[src/rtl/serial_sub_pkg.sv]
// Shared definitions for the bit-serial subtractor: FSM state encoding and
// the default operand width.
package serial_sub_pkg;

   // Two-state controller: waiting for a request, or stepping through bits.
   typedef enum logic {
      IDLE  = 1'b0,
      SHIFT = 1'b1
   } state_t;

   localparam int DEFAULT_WIDTH = 4;

endpackage

[src/rtl/full_subtractor.sv]
// One-bit full subtractor: d = a - b - bin, with borrow-out.
module full_subtractor (
   input  logic a,
   input  logic b,
   input  logic bin,
   output logic d,
   output logic bout
);

   assign d    = a ^ b ^ bin;
   // Borrow when b exceeds a, or when they are equal and a borrow arrives.
   assign bout = (~a & b) | (~(a ^ b) & bin);

endmodule

[src/rtl/serial_subtractor.sv]
// Bit-serial subtractor: computes A - B - Bin one bit per clock, LSB first,
// through a single full subtractor. Results (Diff, Bo, V) update together
// with a one-cycle done pulse and otherwise hold their last values.
module serial_subtractor
   import serial_sub_pkg::*;
#(
   parameter int WIDTH = DEFAULT_WIDTH
) (
   input  logic             clk,
   input  logic             rst,
   input  logic             start,
   input  logic [WIDTH-1:0] A,
   input  logic [WIDTH-1:0] B,
   input  logic             Bin,
   output logic             busy,
   output logic             done,
   output logic [WIDTH-1:0] Diff,
   output logic             Bo,
   output logic             V
);

   localparam int            CW   = $clog2(WIDTH) + 1;
   localparam logic [CW-1:0] LAST = CW'(WIDTH - 1);

   state_t           state_q;
   state_t           state_d;
   logic [CW-1:0]    cnt_q;
   logic [WIDTH-1:0] a_sr;
   logic [WIDTH-1:0] b_sr;
   // Holds the low WIDTH-1 difference bits gathered so far; the final bit
   // comes straight from the full subtractor on the last step.
   logic [WIDTH-2:0] diff_sr;
   logic             br_q;
   logic             done_q;
   logic             d_bit;
   logic             br_next;
   logic             cnt_last;
   logic [WIDTH-1:0] diff_next;

   full_subtractor u_fs (
      .a    (a_sr[0]),
      .b    (b_sr[0]),
      .bin  (br_q),
      .d    (d_bit),
      .bout (br_next)
   );

   assign cnt_last  = (cnt_q == LAST);
   assign diff_next = {d_bit, diff_sr};

   // State register.
   // NOTE: reset is synchronous, so it lives inside the clocked branch and
   // sequential state is always assigned with <= to avoid ordering races.
   always_ff @(posedge clk) begin
      if (rst) state_q <= IDLE;
      else     state_q <= state_d;
   end

   // Next-state logic: accept start only when idle, leave after the MSB.
   // NOTE: state_d gets a default first so no path leaves it unassigned,
   // which would otherwise infer a latch.
   always_comb begin
      state_d = state_q;
      case (state_q)
         IDLE:    if (start)    state_d = SHIFT;
         SHIFT:   if (cnt_last) state_d = IDLE;
         default:               state_d = IDLE;
      endcase
   end

   // Status outputs derived from the current state and the completion flag.
   always_comb begin
      busy = (state_q == SHIFT);
      done = done_q;
   end

   // Datapath: operand shift registers, borrow chain, counter and results.
   // NOTE: the operand and difference shift registers are reset along with
   // the control state, so an aborted operation leaves no stale bits behind.
   always_ff @(posedge clk) begin
      if (rst) begin
         cnt_q   <= '0;
         a_sr    <= '0;
         b_sr    <= '0;
         diff_sr <= '0;
         br_q    <= 1'b0;
         done_q  <= 1'b0;
         Diff    <= '0;
         Bo      <= 1'b0;
         V       <= 1'b0;
      end else begin
         done_q <= 1'b0;
         case (state_q)
            IDLE: begin
               if (start) begin
                  a_sr    <= A;
                  b_sr    <= B;
                  br_q    <= Bin;
                  cnt_q   <= '0;
                  diff_sr <= '0;
               end
            end
            SHIFT: begin
               a_sr    <= a_sr >> 1;
               b_sr    <= b_sr >> 1;
               br_q    <= br_next;
               diff_sr <= diff_next[WIDTH-1:1];
               cnt_q   <= cnt_last ? '0 : cnt_q + CW'(1);
               if (cnt_last) begin
                  // br_q is the borrow into the MSB; overflow is its
                  // disagreement with the borrow out of the MSB.
                  Diff   <= diff_next;
                  Bo     <= br_next;
                  V      <= br_q ^ br_next;
                  done_q <= 1'b1;
               end
            end
            default: ;
         endcase
      end
   end

endmodule

[config.mk]
export PLATFORM = sky130hd
export DESIGN_NAME = serial_subtractor
export DESIGN_NICKNAME = d
export VERILOG_FILES = /design/src/rtl/serial_sub_pkg.sv /design/src/rtl/full_subtractor.sv /design/src/rtl/serial_subtractor.sv
export SDC_FILE = /design/constraint.sdc
export NUM_CORES = 1
export LEC_CHECK = 0
export ABC_AREA = 1
export ABC_CLOCK_PERIOD_IN_PS = 1300
export BUFFER_PORTS_ARGS = -buffer_cell sky130_fd_sc_hd__buf_4
export CORE_MARGIN = 2
export CORE_UTILIZATION = 48
export CTS_CLUSTER_DIAMETER = 120
export DETAILED_ROUTE_END_ITERATION = 10
export PLACE_DENSITY = 0.83
export SLEW_MARGIN = 30
export SYNTH_ARGS = -nofsm -noshare
export SYNTH_HDL_FRONTEND = slang
export SYNTH_SLANG_ARGS = --single-unit
[constraint.sdc]
create_clock -name clk -period 1.3 [get_ports clk]
set_clock_uncertainty 0.15 [all_clocks]
set_input_delay 0.195 -clock clk [delete_from_list [all_inputs] [get_ports clk]]
set_output_delay 0.195 -clock clk [all_outputs]
set_load 0.03 [all_outputs]
==> key figures <==
Detailed routing
  – Antenna violation net count after detailed routing: 0
  – DRT Pass-1 Iters: 4
  – DRC Markers: 0
  – Via/cell ratio: 4.95
  – Total number of vias: 940
  – Routed wire length per instance: 10.8 µm
  – Drt total wl: 2.05 mm
  – 1st-iter DRT viols: 30

Final layout
  – Cell Count, Final, Fillers Out: 190
  – Ant. Diodes: 0
  – Most frequent cells in the layout: 43 x nand2_1, 25 x buf_4, 18 x dfxtp_1
  – Most common cell after layout, fill and taps aside: nand2_1
  – Nets: 177
  – Area growth, synth to finish: 24.1%
  – Final Instance Area: 1330 µm²
  – Number of fill cells in the layout: 207
  – Layout cells sized above 1: 37.7%

STA
  – RSZ-0062 raised after global routing: true
  – Setup ws final: -0.0192 ns
  – Slew margin rel.: roughly 83%
  – Hold slack: 0.0491 ns
  – Tmin final: 1.32 ns
  – Finish-stage setup viols: 2
  – Max-slew violations: 0
  – Setup TNS: -0.0217 ns
  – Period utilization: 101%
  – Measured slew at the worst slew-check pin: 0.260 ns
  – Fmax: around 760 MHz
  – Hold violation total from the final report: 0

Synth
  – Syn_nets: between 100 and 150
  – Seq cells post-synth: 23
  – Sequential area share after synthesis: 42.9%
  – Distinct cells, synth: 19
  – Netlist Area Pre-Place: about 1100 µm²
  – Avg Inst Size Synth: 7.95 µm²
  – Mapped Cells: 135
  – Yosys warns: 0

Global routing
  – Antenna violations before repair: 0
  – Gr usage total: 17.8%
  – Largest net degree at the start of global routing: 17
  – First-pass GRT wire length: roughly 3.5 mm
  – Gr ovfl total: 0
  – Vias in the first global route: 909

Status
  – Outcome: finished, violations left
  – Failing checks: setup timing

Floorplanning
  – Die span in x: 51.3 µm
  – Core area: between 2000 and 2500 µm²
  – Die Outline Area: 2630 µm²
  – Die H: 51.3 µm
  – Initial Utilization: 49.5%
  – Rows: 17
  – Ports: 20

Setup path
  – Kind of critical path: register to register
  – Crit path capture type: register
  – Worst-path maximum fanout: 2
  – Worst setup SP type: register
  – CP Data Arrival Time: ~1.4 ns
  – Required @ worst endpoint: 1.41 ns

Power
  – Leakage: 0.646 nW
  – Total Power: roughly 1.3 mW
  – Max IR drop VDD: 0.000616 V
  – P per Cell Area: 977 nW/µm²

Placement
  – Post-detail-place hpwl: 1.46 mm
  – Placed Cells: 180
  – Routability congestion estimate: 0.713
  – IO Port Bufs: 19
  – Placed cell area: ~1200 µm²

Clock tree
  – Clock transition at path regs: between 0.1 and 0.15 ns
  – CTS sink cnt: 23
  – CTS Buf Count: 3
  – H-Tree Depth: 1
  – Root buffer cell: clkbuf_4
  – CTS tree: done
  – Worst-Skew Late Latency: roughly 0.31 ns
  – Clock Path Buffers: 2

Hold path
  – Worst Hold Class: primary input to register

Run
  – Max Cap Viol: 0
[worst max-delay path, cell delays in order (launching register included)]
cell     delay [ns]
dfxtp_2        0.35
inv_2          0.04
fa_2           0.57
nand2_2        0.06
a21oi_2        0.10
[cell type report]
class / instances / area (µm²) / share of cell area [%]
inverter: 15 / 60.1 / 4.51
tap: 28 / 35.0 / 2.63
clock buffer: 4 / 26.3 / 1.97
timing repair buffer: 29 / 238 / 17.8
sequential: 23 / 469 / 35.2
multi-input combinational: 91 / 504 / 37.8
[kinds of logic after synthesis]
group | after synthesis | share of synthesized area [%]
adders and majority gates | 2 | 3.03
and+or+nand+nor | 81 | 37.3
DFF | 23 | 42.9
AOI/OAI and AO/OA | 8 | 5.48
buffers and inverters | 21 | 11.3
[per-layer routing]
layer  GRT usage [%]  part of all wire, %  up-vias
met4            11.4                  3.5        0
met3            2.92                  5.4        9
met1            18.7                   42      422
met2            32.5                   50       33
met5               0                    0        -
li1                -                    -      476
[state kept, by name (all words and copies together) (netlist names), 3 cells and up]
name / count
a_sr: 4
b_sr: 4
Diff: 4
diff_sr: 3
cnt_q: 3
[path summary, 6_finish.rpt]
kind / from / end / cells after the start / slack, ns
setup / recovery: b_sr[0]$_SDFFE_PP0P_ / diff_sr[2]$_SDFFE_PP0P_ / 4 / -0.02
hold / removal: A[1] / a_sr[1]$_SDFFE_PP0P_ / 5 / 0.05
setup reg to reg: b_sr[0]$_SDFFE_PP0P_ / diff_sr[2]$_SDFFE_PP0P_ / 4 / -0.02
hold reg to reg: diff_sr[0]$_SDFFE_PP0P_ / Diff[0]$_SDFFE_PP0P_ / 2 / 0.31
[repair_timing]
action | CTS | global route
pin swaps | 3 | 4
setup buffers | 1 | 2
endpoints found under the setup margin | 6 | 9
resized for setup | 7 | 6
hold endpoints to repair | 5 | 6
[synth_stat cells (all sizes together)]
library cell   n  share of area, %
nand3         22                13
o21ai          1              0.47
buf            6               6.1
dfxtp         23                43
nand2         51                19
a21oi          7               5.0
nor2           8               5.0
inv           15               5.2
fa             1               1.9
ha             1               1.2
[through the flow]
step	util, %	setup WS [ns]
after floorplan	-	0.0162
after global placement	56.1	-0.0129
after detailed placement	56.1	-0.0592
after CTS	58.1	-0.0378
after global routing	61.4	-0.0615
final	61.4	-0.0192
[where the power goes]
| group | internal (mW) | leakage [nW] | switching [mW] |
|---|---|---|---|
| combinational | 0.102 | 0.442 | 0.109 |
| clock | 0.120 | 0.0150 | 0.213 |
| sequential | 0.732 | 0.189 | 0.0246 |
No activity file was read; power rests on OpenSTA's default activity.
